## src/rtl/pagerank_pkg.sv

```systemverilog
// Shared types and helpers for the PageRank pipeline stages.
// Ranks are Q32.32 fixed point held in 64-bit words.
package pagerank_pkg;

  typedef logic [63:0] rank_t;
  typedef logic [31:0] node_id_t;

  typedef enum logic [1:0] {
    G_IDLE,
    G_ACCUM,
    G_APPLY,
    G_DONE
  } gather_state_t;

  localparam rank_t RANK_MAX = 64'hFFFF_FFFF_FFFF_FFFF;

  function automatic rank_t sat_add64(input rank_t a, input rank_t b);
    logic [64:0] sum;
    sum = {1'b0, a} + {1'b0, b};
    return sum[64] ? RANK_MAX : sum[63:0];
  endfunction

endpackage

```

## src/rtl/pagerank_damp_mul.sv

```systemverilog
// Combinational damping stage: rank = sat(acc * d >> 32) + teleport, saturating.
// acc is Q32.32, d is Q0.32; the result stays Q32.32.
module pagerank_damp_mul
  import pagerank_pkg::*;
#(
  parameter logic [31:0] DAMPING_Q32  = 32'hD999_9999,
  parameter rank_t       TELEPORT_Q32 = 64'h0000_0000_0999_9999
) (
  input  rank_t acc,
  output rank_t damped,
  output rank_t rank
);

  logic [127:0] prod;
  logic [31:0]  prod_hi;
  logic [63:0]  prod_mid;
  logic [31:0]  unused_frac;

  assign prod = 128'(acc) * 128'(DAMPING_Q32);
  assign {prod_hi, prod_mid, unused_frac} = prod;

  // A 64x32 product never reaches past bit 95, so the guard only clamps a
  // result that would not fit in 64 bits after dropping the Q0.32 fraction.
  assign damped = (|prod_hi) ? RANK_MAX : prod_mid;
  assign rank   = sat_add64(damped, TELEPORT_Q32);

endmodule

```

## src/rtl/pagerank_gather.sv

```systemverilog
// Gather phase of a PageRank iteration: accumulate scatter contributions per node,
// then stream damped + teleport ranks. Optional convergence check: PAGERANK_GATHER_CONV_EN.
module pagerank_gather
  import pagerank_pkg::*;
#(
  parameter int          NODES_IN_PARTITION = 4,
  parameter node_id_t    NODE_ID_BASE       = 32'd0,
  parameter logic [31:0] DAMPING_Q32        = 32'hD999_9999,
  parameter rank_t       TELEPORT_Q32       = 64'h0000_0000_0999_9999,
  parameter rank_t       CONV_THRESH        = 64'h0000_0000_0010_0000
) (
  input  logic                                clock,
  input  logic                                reset,
  input  logic                                start,
  input  logic                                contrib_valid,
  input  rank_t                               contrib_value,
  input  node_id_t                            contrib_node_id,
  input  logic                                scatter_done,
  input  rank_t [NODES_IN_PARTITION-1:0]      page_rank_old,
  output logic                                rank_valid,
  output node_id_t                            rank_node_id,
  output rank_t                               rank_value,
  output logic                                gather_complete,
  output logic                                busy,
  output logic [15:0]                         drop_count,
  output logic                                converged
);

  localparam int IDX_W = (NODES_IN_PARTITION > 1) ? $clog2(NODES_IN_PARTITION) : 1;
  localparam logic [IDX_W-1:0] LAST_K = IDX_W'(NODES_IN_PARTITION - 1);

  gather_state_t    state;
  rank_t            acc [NODES_IN_PARTITION];
  logic [IDX_W-1:0] k;
  node_id_t         idx;
  logic             idx_hit;
  logic             start_accept;
  rank_t            apply_damped;
  rank_t            apply_rank;

  // Unsigned subtract makes IDs below the base wrap high and fall out of range.
  assign idx          = contrib_node_id - NODE_ID_BASE;
  assign idx_hit      = idx < node_id_t'(NODES_IN_PARTITION);
  assign start_accept = start && (state == G_IDLE || state == G_ACCUM);
  assign busy         = (state != G_IDLE);

  pagerank_damp_mul #(
    .DAMPING_Q32 (DAMPING_Q32),
    .TELEPORT_Q32(TELEPORT_Q32)
  ) u_damp (
    .acc   (acc[k]),
    .damped(apply_damped),
    .rank  (apply_rank)
  );

  logic unused_damped;
  assign unused_damped = ^apply_damped;

  always_ff @(posedge clock) begin
    if (reset) begin
      state           <= G_IDLE;
      k               <= '0;
      rank_valid      <= 1'b0;
      rank_node_id    <= '0;
      rank_value      <= '0;
      gather_complete <= 1'b0;
      drop_count      <= '0;
      for (int i = 0; i < NODES_IN_PARTITION; i++) acc[i] <= '0;
    end else begin
      rank_valid      <= 1'b0;
      gather_complete <= 1'b0;
      unique case (state)
        G_IDLE: begin
          if (start) begin
            state      <= G_ACCUM;
            k          <= '0;
            drop_count <= '0;
            for (int i = 0; i < NODES_IN_PARTITION; i++) acc[i] <= '0;
          end
        end
        G_ACCUM: begin
          // A restart wins over both a pending contribution and scatter_done.
          if (start) begin
            k          <= '0;
            drop_count <= '0;
            for (int i = 0; i < NODES_IN_PARTITION; i++) acc[i] <= '0;
          end else begin
            if (contrib_valid) begin
              if (idx_hit)
                acc[idx[IDX_W-1:0]] <= sat_add64(acc[idx[IDX_W-1:0]], contrib_value);
              else if (drop_count != 16'hFFFF)
                drop_count <= drop_count + 16'd1;
            end
            if (scatter_done) begin
              state <= G_APPLY;
              k     <= '0;
            end
          end
        end
        G_APPLY: begin
          rank_valid   <= 1'b1;
          rank_value   <= apply_rank;
          rank_node_id <= NODE_ID_BASE + node_id_t'(k);
          if (k == LAST_K) state <= G_DONE;
          else             k     <= k + IDX_W'(1);
        end
        G_DONE: begin
          gather_complete <= 1'b1;
          state           <= G_IDLE;
        end
        default: state <= G_IDLE;
      endcase
    end
  end

`ifdef PAGERANK_GATHER_CONV_EN
  rank_t old_k;
  rank_t delta;
  rank_t delta_sum;
  rank_t delta_sum_next;

  assign old_k          = page_rank_old[k];
  assign delta          = (apply_rank >= old_k) ? (apply_rank - old_k) : (old_k - apply_rank);
  assign delta_sum_next = sat_add64(delta_sum, delta);

  // The last node's delta lands on the same edge that moves the FSM into DONE.
  always_ff @(posedge clock) begin
    if (reset) begin
      delta_sum <= '0;
      converged <= 1'b0;
    end else if (start_accept) begin
      delta_sum <= '0;
      converged <= 1'b0;
    end else if (state == G_APPLY) begin
      delta_sum <= delta_sum_next;
      if (k == LAST_K) converged <= (delta_sum_next < CONV_THRESH);
    end
  end
`else
  logic unused_conv;
  assign unused_conv = ^{page_rank_old, CONV_THRESH, start_accept};
  assign converged   = 1'b0;
`endif

endmodule

```

## config.mk

```make
export PLATFORM = sky130hd
export DESIGN_NAME = pagerank_gather
export DESIGN_NICKNAME = d
export VERILOG_FILES = /design/src/rtl/pagerank_pkg.sv /design/src/rtl/pagerank_damp_mul.sv /design/src/rtl/pagerank_gather.sv
export SDC_FILE = /design/constraint.sdc
export NUM_CORES = 2
export LEC_CHECK = 0
export BUFFER_PORTS_ARGS = -buffer_cell sky130_fd_sc_hd__buf_4
export CAP_MARGIN = 20
export CELL_PAD_IN_SITES_DETAIL_PLACEMENT = 0
export CELL_PAD_IN_SITES_GLOBAL_PLACEMENT = 1
export CORE_ASPECT_RATIO = 0.6
export CORE_MARGIN = 5
export CORE_UTILIZATION = 49
export CTS_CLUSTER_SIZE = 8
export DETAILED_ROUTE_END_ITERATION = 7
export PLACE_DENSITY = 0.85
export SETUP_SLACK_MARGIN = 0.1
export SLEW_MARGIN = 40
export SYNTH_ARGS = -nofsm -noshare
export SYNTH_HDL_FRONTEND = slang
export SYNTH_SLANG_ARGS = --single-unit
```

## constraint.sdc

```tcl
create_clock -name clock -period 12.7 [get_ports clock]
set_input_delay 1.27 -clock clock [delete_from_list [all_inputs] [get_ports clock]]
set_output_delay 1.27 -clock clock [all_outputs]
set_load 0.02 [all_outputs]
```

==> results.md <==
Run status:
- The run finished with clean final reports.

Place:
- The HPWL after detailed placement is 145 mm.
- The number of port buffers is 185.
- The weighted congestion at the end of routability-driven global placement is 1.06.

Drt:
- In the final routed layout, each cell accounts on average for 24.2 µm.
- For this block, the via count after detailed routing is 41,100.
- The number of vias per cell after detailed routing is 5.76.
- The aggregate routed wire length is 172 mm.
- The number of remaining DRC errors is 0.
- The number of design-rule violations left by the first detailed-router iteration is 4,617.
- The count of nets left with antenna violations once routing finished came out at 0.
- The pre-antenna-repair detailed-routing pass consisted of 6 iterations.

Clock network:
- After clock tree synthesis, the clock-pin slew on the worst setup and hold paths is 50 ps.
- The insertion delay of the later-clocked pin in the worst-skew pair is 690 ps.
- The cell sitting at the root of the clock tree is a sky130_fd_sc_hd__clkbuf_16.
- The maximum level of the CTS H-tree is 2.
- The number of gates given a new drive strength after cts is 0.
- The number of buffers inserted by hold repair at cts is 0.
- The count of clock tree sinks is 346.
- The worst-case clock buffer depth is 3.
- The number of CTS-inserted buffers is 49.
- TritonCTS built the clock tree.
- Once the clock tree was built, the setup fixing pass inserted 0 buffers.

Critical path:
- The worst stage delay on the critical path is 770 ps.
- Counting stages on the worst path, the most repeated cell is sky130_fd_sc_hd__fa_1.
- The data arrival at the endpoint of the critical path is 12,060 ps.
- The cell with the biggest individual delay on the critical path is sky130_fd_sc_hd__dfxtp_2.
- The largest fanout of any net on the critical path is 55.
- The required time at the worst-slack endpoint is 13,260 ps.
- STA classifies the critical path startpoint as a flop.
- The critical path class is reg -> reg.
- The flop-to-flop setup slack is 1200 ps.
- The endpoint type of the worst setup path is a flop.

Die:
- For this design the top-level I/O count stands at 473.
- The core region is 110,000 µm².
- The die covers 119,000 µm².
- Once the floorplan was initialized, standard cells occupied 49.6% of the core.
- The die is 441 µm wide.
- The floorplan has 94 rows.
- The height of the die is 269 µm.

Worst hold path:
- The class of the worst hold path is reg -> reg.

STA:
- Across the routed clock network, the largest skew measured is 76.4 ps.
- In this run the tightest slew margin relative to its limit is 42.1%.
- The worst path uses 90.5% of the clock period.
- Setup repair after global routing left no endpoint under its margin.
- The maximum operating frequency is 87.0 MHz.
- The count of final max-slew check failures came to 0.
- Setup total negative slack on the finished layout was measured at 0 ps.
- The minimum clock period is 11,500 ps.
- The measured slew at the worst slew-check pin is 863 ps.
- The final hold violation count is 0.
- The total of endpoints with negative setup slack in the final report is 0.

Logic synthesis:
- The primary flip-flop cell chosen by synthesis mapping is sky130_fd_sc_hd__edfxtp_1.
- The gate count of the mapped netlist is 5,524.
- The share of async-settable or async-resettable flops after synthesis is 0%.
- The synthesized flop and latch total is 346.
- Counting flops with a built-in enable in the synthesized netlist gives 256.
- A synthesized cell averages 9.90 µm².
- The area share of the largest cell type after synthesis is 29.7%.
- The part of the Yosys area used for sequential elements is 17.4%.
- sky130_fd_sc_hd__inv_1 is the most common cell in the netlist.
- The number of different library cells used by synthesis comes to 114.
- In the synthesized netlist, the cells that appear most often are 1,138 x sky130_fd_sc_hd__inv_1, 811 x sky130_fd_sc_hd__fa_1, 570 x sky130_fd_sc_hd__nor2_1, 522 x sky130_fd_sc_hd__ha_1, 256 x sky130_fd_sc_hd__edfxtp_1.
- The area of the mapped netlist is 54,700 µm².
- By area the synthesized netlist is led by sky130_fd_sc_hd__fa_1 30%, sky130_fd_sc_hd__edfxtp_1 14%, sky130_fd_sc_hd__ha_1 12%, sky130_fd_sc_hd__inv_1 7.8%, sky130_fd_sc_hd__mux4_2 5.3%.
- The dominant cell type by area after synthesis is sky130_fd_sc_hd__fa_1.
- For this run, the number of Yosys warnings is 0.

Global route:
- The number of global-route vias before repair is 41,000.
- The initial antenna violation count was 1.
- Entering global routing, the biggest net connects 71 pins.
- The global-route wire length before repair is 260 mm.
- Summed over all layers, the global routing overflow is 0.
- The aggregate global-route resource usage is 29.3%.

Flow run:
- Across the run, the number of max-cap violations was 0.

Final layout:
- The ratio of cells with drive above 1 in the final layout is 9.83%.
- The final layout contains 7,299 nets.
- The layout overhead on the synthesized area is 7.65%.
## path summary, 6_finish.rpt
path                                   start                     endpoint  cells after the start
setup reg to reg                        flop  rank_value[12]$_SDFFE_PP0P_                     29
hold reg to reg   rank_value[9]$_SDFFE_PP0P_   rank_value[9]$_SDFFE_PP0P_                      2
setup / recovery                        flop  rank_value[12]$_SDFFE_PP0P_                     29
hold / removal    rank_value[9]$_SDFFE_PP0P_   rank_value[9]$_SDFFE_PP0P_                      2
## stage by stage
| step | util (%) | hold WS, ps | area (µm²) | std cells | setup slack, ps |
|---|---|---|---|---|---|
| after detailed placement | 52.0 | 482 | 57300 | 7044 | 1520 |
| after CTS | 53.3 | 489 | 58800 | 7131 | 1510 |
| final | 53.4 | 489 | 58900 | 7134 | 1200 |
| after floorplan | - | 508 | 54800 | 5554 | 2670 |
| after global routing | 53.4 | 515 | 58900 | 7134 | 736 |
| after global placement | 52.0 | 478 | 57300 | 7043 | 1560 |
## cell type report
cell class                      count  area, µm²
Timing Repair Buffer              222       1760
Sequential cell                   346       9490
Clock inverter                      4       86.3
Antenna cell                        1       2.50
Inverter                         1138       4270
Multi-Input combinational cell   3852      40000
Tap cell                         1488       1860
Clock buffer                       83       1350
Fill cell                        9937      51400
## state kept, by name, indices dropped and copies added, names as in the netlist, named ones only
signal and flops:
acc 256, drop_count 16, gather_complete 1, k 2, rank_node_id 2, rank_valid 1, rank_value 64, state 2
## cell usage in the layout, fill, tap and decap left out, drive strengths merged, types with 135 or more instances in the layout
master	n
nor2	571
o21ai	154
buf	222
inv	1140
xnor2	135
nand2	236
ha	522
fa	811
edfxtp	256
a21oi	238
## kinds of logic after synthesis
family / share of synthesized area [%]
compound gates: 10.5
mux: 5.67
xor+xnor: 3.96
buf+inv: 9.76
fa+ha+maj: 41.7
flops: 17.4
simple gates: 11.1
other cells: 0.00686
## worst max-delay path, delay by kind of cell, from the launching register on
kind / cells / cell delay [ps]
adders and majority gates: 8 / 4000
AOI/OAI and AO/OA: 8 / 2620
and+or+nand+nor: 5 / 1290
buffers and inverters: 5 / 1120
xor gates and xnor gates: 2 / 960
DFF: 1 / 770
muxes: 1 / 570
## per-layer routing
| layer | vias to the layer above | GRT usage (%) | part of all wire (%) |
|---|---|---|---|
| met2 | 2269 | 35.5 | 36 |
| met1 | 20400 | 47.1 | 47 |
| li1 | 18400 | - | - |
| met3 | 111 | 14.2 | 16 |
| met4 | 7 | 2.90 | 0.89 |
| met5 | - | 0.472 | 0.10 |
Power is left out: the tool's default activity adds up to more than one toggle a clock period on the data nets, which glitch-free logic cannot reach.
